<file path="src/rtl/vme_pkg.sv">
// Shared VME slave definitions: state codes, address modifiers
// and the bit positions of the fields decoded from A[23:1].
package vme_pkg;

  localparam logic [2:0] ST_IDLE    = 3'd0;
  localparam logic [2:0] ST_LATCH   = 3'd1;
  localparam logic [2:0] ST_STRB    = 3'd2;
  localparam logic [2:0] ST_ACK     = 3'd3;
  localparam logic [2:0] ST_BERR    = 3'd4;
  localparam logic [2:0] ST_RELEASE = 3'd5;

  localparam logic [5:0] AM_A24_NP  = 6'h39;
  localparam logic [5:0] AM_A24_SUP = 6'h3D;

  localparam int CMD_LSB  = 2;
  localparam int CMD_MSB  = 11;
  localparam int DEV_LSB  = 12;
  localparam int DEV_MSB  = 15;
  localparam int SLOT_LSB = 19;
  localparam int SLOT_MSB = 23;

  function automatic logic am_ok(input logic [5:0] am);
    return (am == AM_A24_NP) || (am == AM_A24_SUP);
  endfunction

endpackage

</file>
<file path="src/rtl/vme_sync.sv">
// Multi-flop synchronizer for one asynchronous VME control line.
// Resets to 1 so every active-low strobe reads inactive.
module vme_sync #(
  parameter int STAGES = 2
) (
  input  logic FASTCLK,
  input  logic RST,
  input  logic d,
  output logic q
);

  logic [STAGES-1:0] ff;

  // shift the raw input through STAGES flops
  always_ff @(posedge FASTCLK or posedge RST) begin
    if (RST) ff <= '1;
    else     ff <= (ff << 1) | STAGES'(d);
  end

  assign q = ff[STAGES-1];

endmodule

</file>
<file path="src/rtl/vme_slave_decode.sv">
// VME A24 slave decoder: slot/AM qualification, one-hot device
// strobe, DTACK pass-through wait and bus-error timeout.
module vme_slave_decode
  import vme_pkg::*;
#(
  parameter int TIMEOUT_CYC = 200,
  parameter int SYNC_STAGES = 2
) (
  input  logic        FASTCLK,
  input  logic        RST,
  input  logic [4:0]  GA,
  input  logic        AS_B,
  input  logic        DS0_B,
  input  logic        DS1_B,
  input  logic        VME_WRITE_B,
  input  logic [5:0]  AM,
  input  logic [23:1] ADR,
  input  logic        DTACK_IN_B,
  output logic        STROBE,
  output logic        WRITE_B,
  output logic [15:0] DEVICE,
  output logic [9:0]  COMMAND,
  output logic        BERR_B,
  output logic        BUSY
);

  localparam logic [15:0] TO_LAST = 16'(TIMEOUT_CYC - 1);

  logic as_s, ds0_s, ds1_s, dtack_s;
  logic as_act, ds_act, dtack_act;
  logic [2:0] state;
  logic [15:0] cnt;
  logic [3:0] dev_n;
  logic [SYNC_STAGES-1:0] warm;
  logic armed;
  logic qual;
  logic unused_adr;

  vme_sync #(.STAGES(SYNC_STAGES)) u_as (
    .FASTCLK(FASTCLK), .RST(RST), .d(AS_B), .q(as_s)
  );
  vme_sync #(.STAGES(SYNC_STAGES)) u_ds0 (
    .FASTCLK(FASTCLK), .RST(RST), .d(DS0_B), .q(ds0_s)
  );
  vme_sync #(.STAGES(SYNC_STAGES)) u_ds1 (
    .FASTCLK(FASTCLK), .RST(RST), .d(DS1_B), .q(ds1_s)
  );
  vme_sync #(.STAGES(SYNC_STAGES)) u_dtack (
    .FASTCLK(FASTCLK), .RST(RST), .d(DTACK_IN_B), .q(dtack_s)
  );

  assign as_act    = ~as_s;
  assign ds_act    = ~ds0_s | ~ds1_s;
  assign dtack_act = ~dtack_s;
  assign unused_adr = ^{ADR[18:16], ADR[1]};

  assign qual = armed & as_act & ds_act
              & (ADR[SLOT_MSB:SLOT_LSB] == GA)
              & am_ok(AM);

  assign BUSY = (state != ST_IDLE);

  // arm only once AS has been seen inactive through a flushed synchronizer
  always_ff @(posedge FASTCLK or posedge RST) begin
    if (RST) begin
      warm  <= '0;
      armed <= 1'b0;
    end else begin
      warm  <= (warm << 1) | SYNC_STAGES'(1);
      armed <= armed | (warm[SYNC_STAGES-1] & as_s);
    end
  end

  // cycle FSM with registered outputs
  always_ff @(posedge FASTCLK or posedge RST) begin
    if (RST) begin
      state   <= ST_IDLE;
      STROBE  <= 1'b0;
      DEVICE  <= '0;
      COMMAND <= '0;
      WRITE_B <= 1'b1;
      BERR_B  <= 1'b1;
      cnt     <= '0;
      dev_n   <= '0;
    end else begin
      case (state)
        ST_IDLE: begin
          if (qual) begin
            state   <= ST_LATCH;
            COMMAND <= ADR[CMD_MSB:CMD_LSB];
            dev_n   <= ADR[DEV_MSB:DEV_LSB];
            WRITE_B <= VME_WRITE_B;
          end
        end
        ST_LATCH: begin
          if (!as_act) begin
            state <= ST_RELEASE;
          end else begin
            state  <= ST_STRB;
            STROBE <= 1'b1;
            DEVICE <= 16'd1 << dev_n;
            cnt    <= '0;
          end
        end
        ST_STRB: begin
          if (!as_act) begin
            state  <= ST_RELEASE;
            STROBE <= 1'b0;
            DEVICE <= '0;
          end else if (dtack_act) begin
            state <= ST_ACK;
          end else if (cnt == TO_LAST) begin
            state  <= ST_BERR;
            STROBE <= 1'b0;
            DEVICE <= '0;
            BERR_B <= 1'b0;
          end else begin
            cnt <= cnt + 16'd1;
          end
        end
        ST_ACK: begin
          if (!ds_act) begin
            state  <= ST_RELEASE;
            STROBE <= 1'b0;
            DEVICE <= '0;
          end
        end
        ST_BERR: begin
          if (!ds_act) begin
            state  <= ST_RELEASE;
            BERR_B <= 1'b1;
          end
        end
        ST_RELEASE: begin
          STROBE <= 1'b0;
          DEVICE <= '0;
          BERR_B <= 1'b1;
          if (!as_act) state <= ST_IDLE;
        end
        default: begin
          state  <= ST_IDLE;
          STROBE <= 1'b0;
          DEVICE <= '0;
          BERR_B <= 1'b1;
        end
      endcase
    end
  end

endmodule

</file>
<file path="config.mk">
export PLATFORM = sky130hd
export DESIGN_NAME = vme_slave_decode
export DESIGN_NICKNAME = d
export VERILOG_FILES = /design/src/rtl/vme_pkg.sv /design/src/rtl/vme_sync.sv /design/src/rtl/vme_slave_decode.sv
export SDC_FILE = /design/constraint.sdc
export NUM_CORES = 1
export LEC_CHECK = 0
export BUFFER_PORTS_ARGS = -buffer_cell sky130_fd_sc_hd__buf_2
export CORE_UTILIZATION = 47
export DETAILED_ROUTE_END_ITERATION = 10
export PLACE_DENSITY = 0.72
export RECOVER_POWER = 50
export REMOVE_ABC_BUFFERS = 1
export SLEW_MARGIN = 25
export SYNTH_ARGS = -nofsm -noshare
export SYNTH_HDL_FRONTEND = slang
export SYNTH_SLANG_ARGS = --single-unit
</file>
<file path="constraint.sdc">
create_clock -name FASTCLK -period 2.7 [get_ports FASTCLK]
set_input_delay 0.27 -clock FASTCLK [delete_from_list [all_inputs] [get_ports FASTCLK]]
set_output_delay 0.27 -clock FASTCLK [all_outputs]
set_load 0.005 [all_outputs]
</file>
==> impl_metrics.yaml <==
setup_path:
  worst-setup-path-type: "flop to flop"
  endpoint_kind: "flop"
  crit_path_start_kind: "flop"
  max_stage_delay_ns: 0.55
  crit_chain: "or4_4 > nor4_4 > o221ai_2 > a32o_1"
  arrival_ns: 2.39
  path_buf_inv: 0
  worstPathRequired_ns: 2.92
  cp_max_fo: 17
  critical_path.slowest_cell: "or4_4"
  cpLargestDelayFamily: "simple AND/OR/NAND/NOR gates"
logic_synthesis:
  synth_cell_types: 51
  synth_area_leaders: "dfrtp_1 47%, dfstp_2 9.2%, mux2_2 6.3%"
  synth.ff_latch_count: 63
  yosys.area.top_type: "dfrtp_1"
  ys_seq_area_frac: 0.558
  ys.flop_type: "dfrtp_1"
  synth_area_sq_mm: 0.00285
  synth_edf_count: 0
  synthesis.instances: 242
  synth.top_cell.area_share: 0.466
  async_flop_share: 1.00
  ys_warn_count: 0
  postSynthAreaPerCell_sq_um: 11.8
sta:
  final_hold_viol_count: 0
  skew_ns: 0.00941
  setup_violations: 0
  finalCritPeriodShare: 0.804
  hold_ws_ns: 0.0316
  max_slew_margin: 0.354
  rsz0062_at_grt: "false"
  finalMaxSlewViolations: 0
  fmax_ghz: 0.461
  fin_crit_ns: 2.17
  worstMarginPinSlew_ns: 0.969
  tns_ns: 0
route:
  routedWlPerCell_um: 15.0
  detail-route-antenna-nets: 0
  dr_total_vias: 2174
  vias_per_cell: 5.56
  drtPass1Iterations: 4
  wirelength_um: 5880
  drc: 0
  drtIter0Drc: 100
global_routing:
  met3_usage: 0.0731
  globalRouteOverflowTotal: 0
  use_met1: 0.254
  grt_usage: 0.209
  grt_max_degree: 28
  grtUsageMet2: 0.338
  grt_pass1_wl_um: 9960
  antenna_found_initial: 0
  grt_pass1_vias: 2154
  busiest_layer: "met2"
floorplanning:
  chipWidth_um: 79.8
  die_h_um: 79.8
  initial_core_util: 0.502
  io_pins: 71
  num_rows: 27
  core_sq_mm: 0.00568
  die-area_sq_mm: 0.00637
layout:
  syn_to_final_growth_pct: 21.5
  fill_cells: 501
  final_common_cell: "dfrtp_1"
  fin_area_sq_mm: 0.00346
  mostFrequentLayoutCells: "53 x dfrtp_1, 47 x buf_2, 18 x clkbuf_1, 16 x mux2_2, 14 x nand2_1"
  final_nets: 356
  drive_gt1_frac: 0.304
  antennaDiodeCount: 0
place:
  post_dp_cell_area_sq_mm: 0.00326
  place.gp.congestion: 0.766
  port_buffers: 65
  dp_hpwl_um: 4260
power_and_ir_drop:
  pwr_density_cell_mw_per_mm2: 693
  ir_drop_uv: 403
  cellLeakagePower_nw: 1.62
  design_power_total_mw: 2.40
cts:
  numCtsBuffers: 9
  cts_tree: "yes"
  cts.sink_count: 63
  cts_setup_buffers: 0
  cts-root-buf: "clkbuf_8"
  clkTransAtPathRegs_ns: 0.07
  cts_buffer_depth: 2
  h-tree-depth: 3
  clk_latency_ns: 0.33
job:
  cap_violations: 0
hold_path:
  hold_class: "primary input to flop"
outcome:
  status: "complete, no violations"
## where the power goes
group,internal [mW],switching [mW]
Combinational,0.184,0.231
Sequential,1.00,0.0879
Clock,0.522,0.369
## Yosys cell counts (2+ instances only)
cell type  number
o2bb2ai_1       9
nor3_1          5
dfrtp_1        53
a32o_1          4
nor2b_1         2
nor2_1         10
nand3_1         7
mux2i_1         2
nand3b_1        5
nand4_1         4
mux2_2         16
or4_1           4
xnor2_1         3
or3_1           8
xor2_1          7
nand4bb_1       3
nor4_1          3
o21ai_0        10
and4_1          2
a21oi_1         8
nor3b_1         3
a21o_1          6
inv_1           6
dfstp_2        10
nand4b_1        2
a32oi_1         2
and3_1          2
nand2_1        14
clkbuf_1       10
## per-stage QoR
stage | worst slack (ns) | instances | utilization
finish | 0.529 | 391 | 0.610
global route | 0.295 | 391 | 0.610
global placement | 0.524 | 374 | 0.574
detailed placement | 0.494 | 374 | 0.574
floorplan | 0.688 | 231 | -
CTS | 0.492 | 391 | 0.615
## per-layer routing
layer  vias up  routed length (um)  share of wire
met1      1064                2590           0.44
li1       1043                   -              -
met5         -                   0              0
met3         5                 322          0.055
met2        62                2920           0.50
met4         0                  49         0.0083
## worst paths after layout
| path | startpoint | endpoint | slack (ns) | cells past startpoint |
|---|---|---|---|---|
| setup / recovery | cnt[9]$_DFFE_PP0P_ | DEVICE[1]$_DFFE_PP0P_ | 0.53 | 4 |
| hold / removal | DS0_B | u_ds0.ff[0]$_DFF_PP1_ | 0.03 | 1 |
| setup reg to reg | cnt[9]$_DFFE_PP0P_ | DEVICE[1]$_DFFE_PP0P_ | 0.53 | 4 |
| hold reg to reg | warm[0]$_DFF_PP0_ | warm[1]$_DFF_PP0_ | 0.35 | 0 |
| max in group asynchronous | RST | cnt[0]$_DFFE_PP0P_ | 0.68 | 4 |
| min in group asynchronous | RST | DEVICE[0]$_DFFE_PP0P_ | 0.70 | 3 |
## registers in the layout, summed over array words and instances (netlist names), 2 cells and up
signal / cells
DEVICE: 16
u_ds1.ff: 2
dev_n: 4
u_as.ff: 2
cnt: 16
COMMAND: 10
u_ds0.ff: 2
state: 3
warm: 2
u_dtack.ff: 2
## logic make-up after synthesis
kind of cell | count (synthesis) | synth area share
compound gates | 50 | 0.127
flops | 63 | 0.558
other cells | 1 | 0.00132
simple gates | 82 | 0.183
fa+ha+maj | 1 | 0.00439
xor+xnor | 10 | 0.0308
mux | 18 | 0.0703
buf+inv | 17 | 0.0250
## timing repair
action / CTS / global route
hold buffers: 1 / 0
resized for setup: 0 / 0
hold endpoints to repair: 22 / 0
## layout make-up
| class | count | area, sq um | area share |
|---|---|---|---|
| repair buffers | 72 | 352 | 0.102 |
| inverters | 6 | 22.5 | 0.00651 |
| clock buffers | 9 | 124 | 0.0358 |
| clock inverters | 7 | 96.3 | 0.0278 |
| multi-input cells | 162 | 1190 | 0.343 |
| flip-flops and latches | 63 | 1590 | 0.459 |
| well taps | 72 | 90.1 | 0.0260 |
Note: power is estimated with default switching activity, not from simulation.
